===== src/rtl/tap_delay_line.sv =====
// -----------------------------------------------------------------------------
// tap_delay_line
//
// Purpose:
//   WIDTH-bit, DEPTH-stage delay line with a runtime-selectable output tap.
//   Stages advance together when en=1 and hold when en=0. A valid bit travels
//   with every data word, so bubbles (d_valid=0) occupy slots like real data.
//   The tap select picks a delay of 0..DEPTH cycles. sel=0 is a combinational
//   bypass of d/d_valid. Select values above DEPTH are clamped to DEPTH.
//
// Parameters:
//   WIDTH  data width in bits (>=1)
//   DEPTH  number of register stages (>=1). This is the maximum delay.
//   SEL_W  tap-select / occupancy width. It is derived from DEPTH and must be
//          left at its default value.
//
// Ports:
//   clk        in   rising-edge clock
//   reset      in   synchronous active-high reset. Clears all stages and
//                   valids, and takes priority over en.
//   en         in   shift enable. All stages advance only when en=1.
//   d          in   WIDTH   data in
//   d_valid    in   qualifier for d. It is shifted alongside the data.
//   sel        in   SEL_W   tap select. 0 = bypass, k = output of stage k-1.
//   q          out  WIDTH   selected tap data
//   q_valid    out  valid bit of the selected tap
//   primed     out  all DEPTH stage valid bits are set
//   occupancy  out  SEL_W   number of stages holding a valid word (0..DEPTH)
//
// Build option:
//   TAP_DELAY_LINE_OUT_REG_EN
//     Defined:   q/q_valid are registered after the tap mux. The output
//                register loads every cycle regardless of en, so total latency
//                is sel+1. Reset clears the output register. primed and
//                occupancy stay combinational from the stage valids.
//     Undefined: the tap mux drives q/q_valid directly.
// -----------------------------------------------------------------------------
module tap_delay_line #(
  parameter int WIDTH = 8,
  parameter int DEPTH = 3,
  parameter int SEL_W = $clog2(DEPTH + 1)
) (
  input  logic             clk,
  input  logic             reset,
  input  logic             en,
  input  logic [WIDTH-1:0] d,
  input  logic             d_valid,
  input  logic [SEL_W-1:0] sel,
  output logic [WIDTH-1:0] q,
  output logic             q_valid,
  output logic             primed,
  output logic [SEL_W-1:0] occupancy
);

  // Largest legal tap index. It is also the occupancy value that means "full".
  localparam logic [SEL_W-1:0] MAX_TAP = SEL_W'(DEPTH);

  // ---------------------------------------------------------------------------
  // Stage storage
  // ---------------------------------------------------------------------------
  logic [WIDTH-1:0] r_stage [DEPTH];
  logic [DEPTH-1:0] r_vld;

  // Shift inputs for each stage. Stage 0 takes the port; every later stage
  // takes its predecessor.
  logic [WIDTH-1:0] w_stage_in [DEPTH];
  logic [DEPTH-1:0] w_vld_in;

  genvar gi;
  generate
    for (gi = 0; gi < DEPTH; gi++) begin : g_shift_in
      if (gi == 0) begin : g_head
        assign w_stage_in[gi] = d;
        assign w_vld_in[gi]   = d_valid;
      end else begin : g_body
        assign w_stage_in[gi] = r_stage[gi-1];
        assign w_vld_in[gi]   = r_vld[gi-1];
      end
    end
  endgenerate

  // All stages move in lockstep. Data shifts even when d_valid=0, so a bubble
  // keeps its place in the stream. Reset overrides en.
  always_ff @(posedge clk) begin
    if (reset) begin
      for (int i = 0; i < DEPTH; i++) begin
        r_stage[i] <= '0;
      end
      r_vld <= '0;
    end else if (en) begin
      for (int i = 0; i < DEPTH; i++) begin
        r_stage[i] <= w_stage_in[i];
      end
      r_vld <= w_vld_in;
    end
  end

  // ---------------------------------------------------------------------------
  // Tap mux
  // ---------------------------------------------------------------------------
  // Tap 0 is the live input. Tap k (1..DEPTH) is the output of stage k-1.
  // The table has DEPTH+1 entries, so a SEL_W-bit index addresses it exactly.
  logic [WIDTH-1:0] w_tap_data [DEPTH+1];
  logic [DEPTH:0]   w_tap_vld;

  assign w_tap_data[0] = d;
  assign w_tap_vld[0]  = d_valid;

  generate
    for (gi = 0; gi < DEPTH; gi++) begin : g_taps
      assign w_tap_data[gi+1] = r_stage[gi];
      assign w_tap_vld[gi+1]  = r_vld[gi];
    end
  endgenerate

  // When DEPTH+1 is not a power of two, sel can encode taps that do not
  // exist. Clamping them to the deepest tap keeps the index in range, so no
  // X can leak from an out-of-range array read.
  logic [SEL_W-1:0] w_sel_clamp;
  logic [WIDTH-1:0] w_mux_data;
  logic             w_mux_vld;

  assign w_sel_clamp = (sel > MAX_TAP) ? MAX_TAP : sel;
  assign w_mux_data  = w_tap_data[w_sel_clamp];
  assign w_mux_vld   = w_tap_vld[w_sel_clamp];

  // ---------------------------------------------------------------------------
  // Occupancy / primed
  // ---------------------------------------------------------------------------
  // Prefix-sum chain over the stage valids. w_cnt[k] counts the valids in
  // stages 0..k-1, so w_cnt[DEPTH] is the full popcount.
  logic [SEL_W-1:0] w_cnt [DEPTH+1];

  assign w_cnt[0] = '0;

  generate
    for (gi = 0; gi < DEPTH; gi++) begin : g_popcount
      assign w_cnt[gi+1] = w_cnt[gi] + SEL_W'(r_vld[gi]);
    end
  endgenerate

  assign occupancy = w_cnt[DEPTH];
  assign primed    = (w_cnt[DEPTH] == MAX_TAP);

  // ---------------------------------------------------------------------------
  // Output stage
  // ---------------------------------------------------------------------------
`ifdef TAP_DELAY_LINE_OUT_REG_EN
  // The output register is free-running and ignores en. Whatever the mux
  // shows this cycle, including a live bypass, appears on q next cycle.
  logic [WIDTH-1:0] r_q;
  logic             r_q_valid;

  always_ff @(posedge clk) begin
    if (reset) begin
      r_q       <= '0;
      r_q_valid <= 1'b0;
    end else begin
      r_q       <= w_mux_data;
      r_q_valid <= w_mux_vld;
    end
  end

  assign q       = r_q;
  assign q_valid = r_q_valid;
`else
  assign q       = w_mux_data;
  assign q_valid = w_mux_vld;
`endif

endmodule


===== config.mk =====
export PLATFORM = sky130hd
export DESIGN_NAME = tap_delay_line
export DESIGN_NICKNAME = d
export VERILOG_FILES = /design/src/rtl/tap_delay_line.sv
export SDC_FILE = /design/constraint.sdc
export NUM_CORES = 1
export LEC_CHECK = 0
export CORE_MARGIN = 4
export CORE_UTILIZATION = 49
export DETAILED_ROUTE_END_ITERATION = 16
export HOLD_SLACK_MARGIN = 0.1
export PLACE_DENSITY = 0.74
export SETUP_SLACK_MARGIN = 0.05
export SLEW_MARGIN = 20
export SYNTH_ARGS = -nofsm -noshare
export SYNTH_HDL_FRONTEND = slang
export SYNTH_SLANG_ARGS = --single-unit

===== constraint.sdc =====
create_clock -name clk -period 2.04 [get_ports clk]
set_clock_uncertainty 0.2 [all_clocks]
set_input_delay 0.612 -clock clk [delete_from_list [all_inputs] [get_ports clk]]
set_output_delay 0.612 -clock clk [all_outputs]
set_load 0.01 [all_outputs]

==> qor.yml, run 1 <==
status:
  outcome: "complete, but fails checks"
  violations: "negative setup slack"
synthesis:
  ys_types: 12
  synth_nets: 89
  yosys.area.top_type: "edfxtp_1"
  synth-seq-area-share_pct: 62.5
  postSynthCellCount: 74
  synth_top_area_share_pct: 57.7
  syn_area_per_cell_sq_um: 16.9
  synth.cell_area_sq_mm: 0.00125
  yosysWarnings: 0
  yosys-top-cells-area: "edfxtp_1, mux4_2, and2_1"
  synth-seq-cells: 27
global_routing:
  grt_pass1_wl_um: 3760
  antenna_found_initial: 0
  grt_max_degree: 25
  grt_usage_pct: 14.9
  grt-ovfl-total: 0
  grt_pass1_vias: 747
setup_path:
  reg2reg_from: "r_stage[0][8]"
  ff2ff_path_depth: 1
  worst_setup_path_end_kind: "output port"
  crit_path_end: "q[5]"
  rrSetupSlack_ns: 1.03
  rr_endpoint: "r_stage[0][16]"
  setup.worst_path.start: "sel[0]"
  crit_fanout: 5
  arrival_ns: 1.47
  critPathLaunchType: "input pin"
  path_class: "in -> out"
  required_ns: 1.23
sta:
  whs_ns: 0.371
  rsz0062_at_grt: "true"
  period_share_pct: 112
  setup_viol: 12
  report.final.hold_viol_count: 0
  slew_viol_final: 0
  fin_ws_ns: -0.243
  max_freq_mhz: 438
  tightestPinTransition_ns: 0.213
  slew_headroom_pct: 85.8
  fin_crit_ns: 2.28
clocking:
  clockRootBuffer: "clkbuf_4"
  cts_buffers: 3
  holdBufCountCts: 0
  clock-sinks: 27
  h-tree-depth: 1
  clkTransAtPathRegs_ns: 0.14
  clock_path_buffers: 2
  worst_skew_pair.late_latency_ns: 0.32
  cts_tree: "done"
routing:
  drcViolationCount: 0
  drt-initial-drc-count: 13
  wire_per_inst_um: 16.5
  ant_nets: 0
  viasPerCell: 5.27
  dr.pass1.iters: 4
  wirelength_um: 2330
  dr_total_vias: 743
place:
  port-buffer-count: 25
  place_congestion: 0.725
  postPlaceCellArea_sq_mm: 0.00160
  post-dp-hpwl_um: 1590
pwr:
  power.switching_uw: 235
  p_per_area_mw_per_mm2: 633
  peakVddDrop_mv: 0.549
  clkPwrFrac_pct: 20.6
  seqPwrFrac_pct: 61.6
  p_leak_uw: 0.000698
  switching_share_pct: 22.0
  p_int_uw: 832
  p_comb_share_pct: 17.7
cells_and_area:
  final_layout_size_suffix_gt1_share_pct: 40.5
  nNetsFinal: 127
  fillers: 189
  diodes: 0
  syn_to_final_growth_pct: 34.9
  final_area_sq_mm: 0.00168
die:
  ios: 26
  row_count: 18
  coreArea_sq_mm: 0.00245
  initial_utilization_pct: 50.9
  fp.dieH_um: 58.5
  dieArea_sq_mm: 0.00342
  die_x_um: 58.5
flow_run:
  drv_cap: 0
min_path:
  hold_path_class: "reg -> reg"
-- kinds of logic (layout without fill, tap and decap cells) --
family | count (synthesis) | in the layout | synth area share, %
AND/OR/NAND/NOR | 30 | 30 | 14.7
flip-flops | 27 | 27 | 62.5
adder cells (fa/ha/maj) | 1 | 1 | 1.60
buffers and inverters | 4 | 41 | 2.50
multiplexers | 12 | 12 | 18.6
-- layout make-up --
cell class	instances	area [sq um]	area share, %
sequential	27	785	46.6
multi-input combinational	43	439	26.1
timing repair buffer	37	395	23.5
tap	30	37.5	2.23
clock buffer	3	22.5	1.34
clock inverter	1	5.00	0.297
-- registers in the layout, indices dropped and copies added (netlist names) --
| name | cells |
|---|---|
| r_stage | 24 |
| r_vld | 3 |
-- how the worst min path moves through the flow --
stage | from | endpoint | depth (start not counted)
final | r_stage[0][15] | r_stage[0][23] | 1
after global placement | r_stage[0][13] | r_stage[0][21] | 1
after floorplan | r_vld[2] | r_vld[2] | 2
after global routing | r_stage[0][11] | r_stage[0][19] | 1
after detailed placement | r_stage[0][11] | r_stage[0][19] | 1
after CTS | r_stage[0][11] | r_stage[0][19] | 1
-- layout by cell type (no fill, tap or decap), types with 2 or more instances in the layout --
master	synthesis	final
and2_1	25	25
edfxtp_1	24	24
buf_6	1	10
mux4_2	9	9
dlygate4sd2_1	0	8
buf_4	2	8
mux2i_1	3	3
nor2_1	3	3
clkbuf_4	0	3
dfxtp_2	0	3
clkdlybuf4s50_1	0	2
buf_2	0	2
buf_12	0	2
-- per-layer routing --
metal	global-route usage [%]	up-vias	share of wire, %
met2	24.1	25	50
met5	0	-	0
met4	3.97	0	0.73
li1	-	349	-
met3	2.85	2	6.3
met1	20.6	367	43
-- synthesized netlist by cell type --
| library cell | number |
|---|---|
| and2_1 | 25 |
| nor2_1 | 3 |
| clkbuf_2 | 1 |
| mux4_2 | 9 |
| buf_4 | 2 |
| fa_1 | 1 |
| mux2i_1 | 3 |
| and2b_4 | 1 |
| or2_2 | 1 |
| buf_6 | 1 |
| dfxtp_1 | 3 |
| edfxtp_1 | 24 |
-- power by group through the flow --
stage | sequential [uW] | combinational (uW) | clock [uW]
floorplan | 661 | 87.6 | 0
global placement | 666 | 177 | 0
detailed placement | 669 | 179 | 0
CTS | 657 | 186 | 228
global route | 661 | 203 | 257
finish | 657 | 189 | 220
-- per-stage QoR --
stage,cells,util [%],setup WS (ns),TNS [ns],total power (uW)
6_report,141,68.6,-0.243,-2.48,1070
2_1_floorplan,74,-,-0.0241,-0.217,749
3_3_place_gp,134,65.1,-1.05,-10.18,843
4_1_cts,139,67.3,-0.250,-2.50,1070
5_1_grt,141,68.6,-0.294,-2.88,1120
3_5_place_dp,134,65.1,-1.04,-10.16,847
-- worst max-delay path, stage by stage --
cell	delay, ns
buf_8	0.09
buf_12	0.11
mux4_2	0.51
buf_6	0.14
-- what timing repair did --
| item | CTS | global route |
|---|---|---|
| setup buffers | 0 | 1 |
| resized for setup | 78 | 5 |
| pin swaps | 0 | 1 |
| gates cloned | 1 | 1 |
| endpoints found under the setup margin | 12 | 12 |
No activity file was read; power rests on OpenSTA's default activity.
==> inputs of run 2 (changes only) <==
--- a/config.mk
+++ b/config.mk
@@ -10,6 +10,7 @@
 export DETAILED_ROUTE_END_ITERATION = 16
 export HOLD_SLACK_MARGIN = 0.1
 export PLACE_DENSITY = 0.74
+export REMOVE_ABC_BUFFERS = 1
 export SETUP_SLACK_MARGIN = 0.05
 export SLEW_MARGIN = 20
 export SYNTH_ARGS = -nofsm -noshare
==> constraint.sdc (replaced) <==
create_clock -name clk -period 2.04 [get_ports clk]
set_clock_uncertainty 0.2 [all_clocks]
set_input_delay 0.612 -clock clk [delete_from_list [all_inputs] [get_ports clk]]
set_output_delay 0.612 -clock clk [all_outputs]
set_load 0.02 [all_outputs]
==> run 2 against run 1 <==
Against the previous run:
- count of clock-buffer cells in the layout unchanged
- highest routed layer unchanged
- clock power rose by 9.1%
- first-iteration DRC count grew 54%
- routed wire length increased by 1.8%
- register-to-register slack lost 0.09 ns
- the flow still finishes with violations (negative setup slack)
- via count decreased by 0.94%
==> qor.yml, run 2 (synthesis results as in run 1) <==
status:
  outcome: "complete, but fails checks"  # unchanged
  violations: "negative setup slack"  # unchanged
pwr:
  power_uw: 1110  # was 1070 uW
  peakVddDrop_mv: 0.439  # was 0.549 mV
  p_leak_uw: 0.000673  # was 0.000698 uW
  p_per_area_mw_per_mm2: 662  # was 633 mW/mm^2
setup_path:
  setup.worst_path.start: "r_vld[0]"  # was sel[0]
  cpPeakStageDelay_ns: 0.57  # was 0.51 ns
  slowest_stage: "fa_2"  # was mux4_2
  reg2reg_from: "r_stage[0][2]"  # was r_stage[0][8]
  crit_fanout: 2  # was 5
  critPathBufInv: 1  # was 3
  arrival_ns: 1.51  # was 1.47 ns
  required_ns: 1.23  # about the same
  critical_path.top_delay_family: "adder cells"  # was multiplexers
  worstPathCellList: "fa_2 -> and2_4 -> buf_6"  # was buf_8 -> buf_12 -> mux4_2 -> buf_6
  path_class: "reg -> out"  # was in -> out
  critPathLaunchType: "register"  # was input pin
  worst_setup_path_end_kind: "output port"  # unchanged
sta:
  max_freq_mhz: 431  # was 438 MHz
  fin_crit_ns: 2.32  # was 2.28 ns
  period_share_pct: 114  # was 112%
  setup_viol: 11  # was 12
  report.final.hold_viol_count: 0  # unchanged
  slew_headroom_pct: 87.2  # was 85.8%
  slew_viol_final: 0  # unchanged
  tightestPinTransition_ns: 0.187  # was 0.213 ns
  fin_ws_ns: -0.280  # was -0.243 ns
  whs_ns: 0.362  # was 0.371 ns
  rsz0062_at_grt: "true"  # unchanged
min_path:
  hold_path_class: "reg -> reg"  # unchanged
  min_from: "r_vld[1]"  # was r_stage[0][15]
routing:
  ant_nets: 0  # unchanged
  wirelength_um: 2370  # was 2330 um
  drt-initial-drc-count: 20  # was 13
  wire_per_inst_um: 17.0  # was 16.5 um
  drcViolationCount: 0  # unchanged
  viasPerCell: 5.29  # was 5.27
  dr.pass1.iters: 3  # was 4
  dr_total_vias: 736  # was 743
clocking:
  clkTransAtPathRegs_ns: 0.15  # was 0.14 ns
  clock-sinks: 27  # unchanged
  h-tree-depth: 1  # unchanged
  clockRootBuffer: "clkbuf_4"  # unchanged
  holdBufCountCts: 0  # unchanged
  cts_tree: "done"  # unchanged
  worst_skew_pair.late_latency_ns: 0.33  # was 0.32 ns
  clock_path_buffers: 2  # unchanged
  cts_buffers: 3  # unchanged
place:
  postPlaceCellArea_sq_mm: 0.00159  # was 0.00160 sq mm
  dp.cells: 134  # unchanged
  port-buffer-count: 25  # unchanged
  dp_slack_ns: -1.11  # was -1.04 ns
  place_congestion: 0.689  # was 0.725
  post-dp-hpwl_um: 1670  # was 1590 um
cells_and_area:
  syn_to_final_growth_pct: 33.7  # was 34.9%
  post_layout_nonfiller_instances: 139  # was 141
  largest_reg_flops: 24  # unchanged
  diodes: 0  # unchanged
  regMostFlops: "r_stage"  # unchanged
  final_area_sq_mm: 0.00167  # was 0.00168 sq mm
  nNetsFinal: 125  # was 127
  fillers: 180  # was 189
  final_cell_mix: "and2_1, edfxtp_1, buf_6, mux4_2, clkdlybuf4s15_1"  # was and2_1, edfxtp_1, buf_6, mux4_2
  reg_top3: "r_stage: 24 flops, r_vld: 3 flops"  # unchanged
  final_layout_size_suffix_gt1_share_pct: 39.4  # was 40.5%
die:
  ios: 26  # unchanged
  dieArea_sq_mm: 0.00342  # unchanged
  die_x_um: 58.5  # unchanged
  fp.dieH_um: 58.5  # unchanged
  coreArea_sq_mm: 0.00245  # unchanged
  initial_utilization_pct: 50.9  # unchanged
  row_count: 18  # unchanged
global_routing:
  antenna_found_initial: 0  # unchanged
  grt_pass1_vias: 841  # was 747
  grt-ovfl-total: 0  # unchanged
  grt_usage_pct: 16.0  # was 14.9%
  grt_pass1_wl_um: 4000  # was 3760 um
  grt_max_degree: 25  # unchanged
flow_run:
  drv_cap: 0  # unchanged
[run 2: changes by cell type in the layout (fill, tap and decap cells not counted), sizes merged]
cell           before  now
clkinv              1    0
buf                24   23
clkinvlp            0    1
dlygate4sd2         8    4
clkdlybuf4s15       1    6
clkbuf              5    3
[run 2: repair_timing]
action,in CTS,in global routing
cloned,0,0
buffers inserted,1,0
setup endpoints to repair,12,12
resized for setup,101,4
endpoints found under the hold margin,0,0
[run 2: worst reg2reg max path, stage by stage (launching register included)]
cell	delay [ns]
edfxtp_1	0.42
buf_4	0.14
and2_1	0.12
[run 2: power breakdown]
part	switching, uW	leakage, uW	total (uW)	internal [uW]
clock network	165	0.0000139	240	75.0
registers	17.6	0.000289	658	640
logic	87.0	0.000370	207	120
[run 2: worst paths after layout]
check	to	slack [ns]	cells past startpoint
setup / recovery	primed	-0.28	3
hold / removal	r_vld[1]	0.36	2
setup reg to reg	r_stage[0][10]	0.94	2
hold reg to reg	r_vld[1]	0.36	2
[run 2: cell type report]
type	instances	area (sq um)	area share [%]
Tap cell	30	37.5	2.25
Clock buffer	3	22.5	1.35
Sequential cell	27	785	47.0
Multi-Input combinational cell	43	442	26.5
Timing Repair Buffer	35	375	22.5
Clock inverter	1	7.51	0.450
[run 2: routing by layer]
layer / GRT usage (%) / wire length [um] / vias to the layer above
li1: - / - / 343
met1: 20.4 / 1000 / 369
met2: 26.6 / 1230 / 20
met3: 3.51 / 111 / 4
met4: 5.96 / 23 / 0
met5: 0 / 0 / -
[run 2: through the flow]
| step | setup TNS [ns] | util, % |
|---|---|---|
| after floorplan | -0.0274 | - |
| after global placement | -10.46 | 64.6 |
| after detailed placement | -10.59 | 64.6 |
| after CTS | -2.74 | 67.6 |
| after global routing | -3.06 | 68.0 |
| final | -2.61 | 68.0 |
